### config.mk
export PLATFORM = sky130hd
export DESIGN_NAME = background_fill
export DESIGN_NICKNAME = d
export VERILOG_FILES = /design/src/rtl/background_fill.sv
export SDC_FILE = /design/constraint.sdc
export NUM_CORES = 1
export LEC_CHECK = 0
export ABC_AREA = 0
export CAP_MARGIN = 20
export CORE_AREA = 2 2 112 60
export CTS_CLUSTER_SIZE = 14
export DETAILED_ROUTE_END_ITERATION = 10
export DIE_AREA = 0 0 114 62
export PLACE_DENSITY = 0.76
export SLEW_MARGIN = 20
export SYNTH_ARGS = -nofsm -noshare
export SYNTH_HDL_FRONTEND = slang
export SYNTH_SLANG_ARGS = --single-unit
export TNS_END_PERCENT = 10
### constraint.sdc
create_clock -name i_clk -period 1.9 [get_ports i_clk]
set_input_delay 0.285 -clock i_clk [delete_from_list [all_inputs] [get_ports i_clk]]
set_output_delay 0.285 -clock i_clk [all_outputs]
set_load 0.02 [all_outputs]
### src/rtl/background_fill.sv
// Sky/floor frame writer: one column-major pixel per clock after start, done one cycle after the last write.
// Registered outputs only; pause stalls the sweep in place (we=0, counters and waddr/din hold).
module background_fill #(
  parameter  int NUMBER_COLORS = 10,
  parameter  int WIDTH         = 320,
  parameter  int HEIGHT        = 240,
  localparam int CW            = $clog2(NUMBER_COLORS) + 1,
  localparam int AW            = $clog2(WIDTH * HEIGHT)
) (
  input  logic          i_clk,
  input  logic          i_rst_n,
  input  logic          i_start,
  input  logic          i_pause,
  input  logic [CW-1:0] i_sky_color,
  input  logic [CW-1:0] i_floor_color,
  input  logic [7:0]    i_horizon,
  output logic          o_busy,
  output logic          o_done,
  output logic          o_we,
  output logic [AW-1:0] o_waddr,
  output logic [CW-1:0] o_din
);

  localparam int TOTAL = WIDTH * HEIGHT;
  localparam int CNTW  = $clog2(TOTAL + 1);
  localparam int XW    = $clog2(WIDTH + 1);
  localparam int YW    = $clog2(HEIGHT);

  typedef enum logic [1:0] {S_IDLE, S_FILL, S_DONE} state_t;

  state_t        r_state, w_state;
  logic [XW-1:0] r_x, w_x;
  logic [YW-1:0] r_y, w_y;
  logic [CNTW-1:0] r_addr, w_addr;
  logic [CW-1:0] r_sky, w_sky, r_floor, w_floor;
  logic [7:0]    r_hz, w_hz;
  logic          r_we, w_we, r_busy, w_busy, r_done, w_done;
  logic [AW-1:0] r_waddr, w_waddr;
  logic [CW-1:0] r_din, w_din;
  logic          w_last_row;

  // The counters run one step past the last pixel (x=WIDTH, y=0, addr=TOTAL); that
  // terminal value is what retires FILL, so the address/x/y relation holds throughout.
  always_comb begin
    w_state    = r_state;
    w_x        = r_x;
    w_y        = r_y;
    w_addr     = r_addr;
    w_sky      = r_sky;
    w_floor    = r_floor;
    w_hz       = r_hz;
    w_we       = 1'b0;
    w_waddr    = r_waddr;
    w_din      = r_din;
    w_busy     = r_busy;
    w_done     = 1'b0;
    w_last_row = (r_y == YW'(HEIGHT - 1));
    case (r_state)
      S_IDLE: begin
        if (i_start) begin
          w_sky   = i_sky_color;
          w_floor = i_floor_color;
          w_hz    = i_horizon;
          w_x     = '0;
          w_y     = '0;
          w_addr  = '0;
          w_busy  = 1'b1;
          w_state = S_FILL;
        end
      end
      S_FILL: begin
        if (r_addr == CNTW'(TOTAL)) begin
          w_busy  = 1'b0;
          w_done  = 1'b1;
          w_state = S_DONE;
        end else if (!i_pause) begin
          w_we    = 1'b1;
          w_waddr = r_addr[AW-1:0];
          w_din   = (32'(r_y) < 32'(r_hz)) ? r_sky : r_floor;
          w_addr  = r_addr + CNTW'(1);
          if (w_last_row) begin
            w_y = '0;
            w_x = r_x + XW'(1);
          end else begin
            w_y = r_y + YW'(1);
          end
        end
      end
      S_DONE:  w_state = S_IDLE;
      default: w_state = S_IDLE;
    endcase
  end

  always_ff @(posedge i_clk) begin
    if (!i_rst_n) begin
      r_state <= S_IDLE;
      r_x     <= '0;
      r_y     <= '0;
      r_addr  <= '0;
      r_sky   <= '0;
      r_floor <= '0;
      r_hz    <= '0;
      r_we    <= 1'b0;
      r_waddr <= '0;
      r_din   <= '0;
      r_busy  <= 1'b0;
      r_done  <= 1'b0;
    end else begin
      r_state <= w_state;
      r_x     <= w_x;
      r_y     <= w_y;
      r_addr  <= w_addr;
      r_sky   <= w_sky;
      r_floor <= w_floor;
      r_hz    <= w_hz;
      r_we    <= w_we;
      r_waddr <= w_waddr;
      r_din   <= w_din;
      r_busy  <= w_busy;
      r_done  <= w_done;
    end
  end

  always_ff @(posedge i_clk) begin
    if (i_rst_n) begin
      assert (r_addr == CNTW'(r_y) + CNTW'(HEIGHT) * CNTW'(r_x));
    end
  end

  assign o_busy  = r_busy;
  assign o_done  = r_done;
  assign o_we    = r_we;
  assign o_waddr = r_waddr;
  assign o_din   = r_din;

endmodule
==> results of run 1 <==
-- path summary, 6_finish.rpt --
check                                start    endpoint  slack [ns]  depth (start not counted)
worst min register to register  o_waddr[4]  o_waddr[4]        0.45                          2
worst max-delay path             r_addr[3]  r_addr[15]        0.12                          6
worst max register to register   r_addr[3]  r_addr[15]        0.12                          6
worst min-delay path            o_waddr[4]  o_waddr[4]        0.45                          2
-- kinds of logic (layout without fill, tap and decap cells) --
group           count (synthesis)  after routing  share of synthesized area, %
simple gates                  170            170                         25.48
compound gates                102            102                         18.41
flops                          70             70                         43.77
buf+inv                        35            110                         6.057
fa+ha+maj                      10             10                         3.908
mux                             5              5                         1.563
xor+xnor                        3              3                        0.8208
-- cell usage after synthesis (2+ instances only) --
cell type  instances  share of area (%)
and3_1             4               0.78
clkbuf_1          12                1.4
nand3_1            8                1.3
nor2b_1            2               0.39
ha_1              10                3.9
or4_1              2               0.47
o211ai_1           3               0.70
buf_2              4               0.63
mux2i_1            5                1.6
o311ai_0           3               0.82
nand4b_1           5                1.4
nor2_1            25                2.9
inv_1             10                1.2
o21ai_1            4               0.63
nor4_1             2               0.39
o21ai_0           18                2.8
nand4_1            6                1.2
dfxtp_1           70                 44
nor3_1             6               0.94
buf_6              7                2.5
nand2b_1           5               0.98
o31ai_1            2               0.47
o22ai_1            2               0.39
nand2_1           91                 11
o221a_2            2               0.70
o21ai_2            2               0.55
xor2_1             3               0.82
or3_1              6                1.2
a22oi_1            2               0.47
a21oi_1           57                8.9
-- critical path, delay by kind of cell, from the launching register on --
| family | cells | cell delay (ns) |
|---|---|---|
| AO/OA/AOI/OAI | 1 | 0.11 |
| buffers and inverters | 1 | 0.16 |
| flip-flops | 1 | 0.48 |
| AND/OR/NAND/NOR | 4 | 0.92 |
-- registers in the layout, indices dropped and copies added (netlist names) --
signal	count
o_we	1
o_waddr	17
r_sky	5
r_addr	17
o_busy	1
r_state	2
r_floor	5
o_done	1
o_din	5
r_hz	8
r_y	8
-- routing by layer --
layer	wire (µm)	part of all wire, %
met4	93	1.1
met5	0	0
met3	714	8.6
met2	3322	40
met1	4154	50
-- power breakdown --
group / internal (W) / switching, W
clock: 0.00149 / 0.000626
combinational: 0.000166 / 0.000200
sequential: 0.00151 / 0.0000248
total: 0.00316 / 0.000851
-- through the flow --
| stage | std cells | TNS, ns | setup WS, ns | area (µm²) |
|---|---|---|---|---|
| 2_1_floorplan | 395 | 0 | 0.2286 | 3202 |
| 3_3_place_gp | 534 | 0 | 0.008962 | 3891 |
| 3_5_place_dp | 534 | -0.0002256 | -0.0002256 | 3891 |
| 4_1_cts | 550 | 0 | 0.06061 | 4273 |
| 5_1_grt | 550 | 0 | 0.01723 | 4279 |
| 6_report | 550 | 0 | 0.1167 | 4279 |
-- layout make-up --
type                       count  share of cell area [%]
inverter                      10                  0.8772
tap                           80                   2.339
clock buffer                  11                   5.906
sequential                    70                   32.75
timing repair buffer          84                   17.43
clock inverter                 5                   3.012
multi-input combinational    290                   37.69
==> run summary, run 1 <==
Final slew viol count: 0
Layout Nets: 497
Tot Pwr: 0.004013 W
DRC Markers: 0
Worst-Margin Slew: 0.3614 ns
Startpoint Class: flop
Gr busiest metal: met1
Post-Route WL: 8284 µm
Total CTS buffers: 9
Commonest cells after routing, fill and taps aside: nand2_1, dfxtp_1, a21oi_1
Status: finished, final reports clean
Site row count: 21
Final core utilization: 68.43%
DPL Wire Length: 5895 µm
Die width: 114 µm
Area of the multi-input gates: 1613 µm²
Fraction of layout cells with a size suffix above 1: 14.04%
Setup CP Type: reg2reg
CTS Sinks: 70
# port buffers: 46
RSZ-0062 raised after global routing: no
Req. time, crit path: 2.13 ns
Vias: 3076
TritonCTS clock tree: built
Final hold violation count: 0
Most used DFF post-synth: dfxtp_1
P_leak: 1.565 nW
Fillers: 513
Worst VDD drop: 0.0006669 V
Syn-to-layout area delta: 33.65%
Initial cell density of the core: 51.20%
ANT cells: 0
Die H: 62 µm
Met1 GRT Util: 36.16%
Initial antenna violation count: 0
Clk_lat worst skew: 0.33 ns
M3 GR Usage: 6.596%
Crit-path slowest cell: dfxtp_1
Post-synthesis area per instance: 8.106 µm²
Die Area: 7068 µm²
Max Cap Viol: 0
CTS H-tree depth: 3
Iter 0 DRT Violations: 268
Final setup fails: 0
Commonest non-fill, non-tap cell in the layout: nand2_1
Synth Net Count: 427
Total track usage: 24.93%
Total power per unit cell area: 937.8 nW/µm²
First-pass GRT wire length: 13360 µm
Postcts setup bufs: 0
Final period utilization: 93.86%
#FFs+latches synth: 70
Post-synth EDFFs: 0
Met2 Track Usage GR: 36.05%
Synth warn: 0
Slew HR: 75.60%
Final Wtd Congestion: 0.9081
Cts hold-fix bufs: 0
Number of gates resized after CTS: 0
FMAX: 560.8 MHz
Core Area: 6254 µm²
First-pass DRT Iterations: 5
Via density: 5.593
Tmin final: 1.783 ns
Seq. cell area: 1401 µm²
Wirelength per Cell: 15.06 µm
CP max stage delay: 0.48 ns
Hold Slack: 0.4493 ns
Max Fanout on Critical Path: 8
Synthesized area: 3202 µm²
Number of global-route vias before repair: 2757
Pin count of the biggest net entering global routing: 30
Clock buffer depth: 2
Gate Count Post-Synth: 395
Clock Root Buffer: clkbuf_16
Post-synth cell types: 47
Clock skew: 0.007043 ns
Hold/Removal Path Class: reg2reg
Synth async-reset ratio: 0%
I/O pin count: 47
Crit. End Element: flop
GRT overflow: 0
Worst EP arrival: 2.01 ns
Post-synthesis sequential area ratio: 43.77%
Reg clk slew, reported paths: 0.05 ns
CP Cell Sequence: and4_1 -> nand4_1 -> nor4_2 -> buf_4 -> nand4b_1 -> o311ai_1
Antenna Nets Post-Route: 0
No activity file was read; power rests on OpenSTA's default activity.
==> run 2: changes to the inputs <==
- HOLD_SLACK_MARGIN: not set -> 0.08
==> results of run 2 <==
Final layout, timing and power as in run 1 (identical DEF).
==> run 3: changes to the inputs <==
- CELL_PAD_IN_SITES_DETAIL_PLACEMENT: not set -> 0
- CELL_PAD_IN_SITES_GLOBAL_PLACEMENT: not set -> 1
- CORE_AREA: 2 2 112 60 -> 2 2 130 69
- DIE_AREA: 0 0 114 62 -> 0 0 132 71
==> run 3 against run 2 <==
Against the previous run:
- global-route usage down 5.5 points
- register-to-register slack worse by 0.06 ns
- first-iteration DRC count up 1.5%
- via count down 1.9%
- hold slack better by 0.0039 ns
- setup slack worse by 0.059 ns
- clock power down 8%
- fmax down 3.2%
- clock skew about the same
- critical path depth unchanged
- combinational power up 3%
- sequential share of layout area down 0.89 points
- critical path type unchanged
==> run summary, run 3 (same netlist as run 1, synthesis figures left out) <==
DRC Markers: 0
Wirelength per Cell: 14.48 µm
ANT cells: 0
Final Wtd Congestion: 0.8847
Total CTS buffers: 9
Max Cap Viol: 0
Initial antenna violation count: 0
Worst VDD drop: 0.0004655 V
Pin count of the biggest net entering global routing: 22
Worst hold start: r_sky[1]
Total power per unit cell area: 877.4 nW/µm²
Clock skew: 0.007114 ns
Worst-Margin Slew: 0.3562 ns
CTS H-tree depth: 3
CP top delay family: compound AO/OA/AOI/OAI gates
CP startpoint: r_addr[9]
Number of global-route vias before repair: 2644
Commonest cells after routing, fill and taps aside: nand2_1, dfxtp_1, a21oi_1
Fillers: 778
# port buffers: 46
CP Cell Sequence: nor4b_4 -> nand4_4 -> o21ai_2 -> buf_4 -> nor3_1 -> o221a_2
Die H: 71 µm
FMAX: 542.9 MHz
Crit. End Element: flop
GRT overflow: 0
Final hold violation count: 0
Fraction of layout cells with a size suffix above 1: 15.66%
Die width: 132 µm
P_leak: 1.610 nW
Worst R2R Start: r_addr[9]
First-pass GRT wire length: 14070 µm
CTS Sinks: 70
Post-Route WL: 8630 µm
Initial cell density of the core: 38.49%
Fin area: 4398 µm²
Cts hold-fix bufs: 0
Iter 0 DRT Violations: 272
Via density: 5.064
Max Fanout on Critical Path: 9
Clock buffer depth: 2
Final period utilization: 96.94%
WP buf/inv: 1
Reg clk slew, reported paths: 0.06 ns
TritonCTS clock tree: built
Commonest non-fill, non-tap cell in the layout: nand2_1
Post-place instance area: 4030 µm²
Status: finished, final reports clean
I/O pin count: 47
Core Area: 8318 µm²
Clock Root Buffer: clkbuf_16
Syn-to-layout area delta: 37.36%
Antenna Nets Post-Route: 0
Vias: 3018
Layout Nets: 506
Total track usage: 19.40%
Clk_lat worst skew: 0.34 ns
Req. time, crit path: 2.13 ns
DPL Wire Length: 6320 µm
CP max stage delay: 0.37 ns
RSZ-0062 raised after global routing: yes
Final setup fails: 0
Site row count: 24
Hold/Removal Path Class: reg2reg
Tot Pwr: 0.003859 W
Slew HR: 76.25%
Tmin final: 1.842 ns
Worst EP arrival: 2.07 ns
Startpoint Class: flop
First-pass DRT Iterations: 5
Setup CP Type: reg2reg
Final slew viol count: 0
Crit-path slowest cell: o21ai_2
Die Area: 9372 µm²
[run 3: cell types whose count changed in the layout (fill, tap and decap cells not counted), sizes merged]
cell	delta
bufinv	-2
clkinv	-1
clkbuf	+3
buf	+9
[run 3: final timing paths]
kind	endpoint	depth (start not counted)	slack [ns]
setup / recovery	r_addr[8]	6	0.06
setup reg to reg	r_addr[8]	6	0.06
hold / removal	r_sky[1]	2	0.45
hold reg to reg	r_sky[1]	2	0.45
[run 3: per-stage QoR]
stage                     hold WS, ns  instances    TNS, ns  setup WS (ns)  utilization [%]
after detailed placement       0.4478        580   -0.04615       -0.04104            48.45
after CTS                      0.4554        596          0        0.06392            52.71
after floorplan                0.4210        395          0         0.2286                -
after global placement         0.4417        580  -0.001726      -0.001726            48.45
after global routing           0.4779        596   -0.02028       -0.02028            52.87
final                          0.4532        596          0        0.05813            52.87
[run 3: routing by layer]
layer / routed length, µm / global-route usage (%) / vias up / share of wire, %
met5: 0 / 0 / - / 0
met4: 138 / 7.367 / 0 / 1.6
met3: 648 / 5.806 / 13 / 7.5
met2: 3103 / 23.32 / 110 / 36
met1: 4740 / 30.84 / 1363 / 55
li1: - / - / 1532 / -
[run 3: worst reg2reg max path, stage by stage (launching register included)]
cell     delay [ns]
dfxtp_1        0.33
nor4b_4        0.31
nand4_4        0.17
o21ai_2        0.37
buf_4          0.25
nor3_1         0.07
o221a_2        0.24
[run 3: power breakdown]
part / internal (W) / switching (W)
registers: 0.00151 / 0.0000231
logic: 0.000173 / 0.000203
clock network: 0.00133 / 0.000624
[run 3: final cells by class]
| type | count | area, µm² | share of cell area, % |
|---|---|---|---|
| Tap cell | 117 | 146.4 | 3.329 |
| Timing Repair Buffer | 93 | 838.3 | 19.06 |
| Clock inverter | 2 | 60.06 | 1.366 |
| Multi-Input combinational cell | 290 | 1620 | 36.84 |
| Sequential cell | 70 | 1401 | 31.86 |
| Inverter | 10 | 37.54 | 0.8535 |
| Clock buffer | 14 | 294.0 | 6.686 |
[run 3: timing repair]
action / CTS / global route
buffers inserted: 0 / 0
setup endpoints to repair: 0 / 3
resized for setup: 0 / 2
endpoints found under the hold margin: 0 / 0
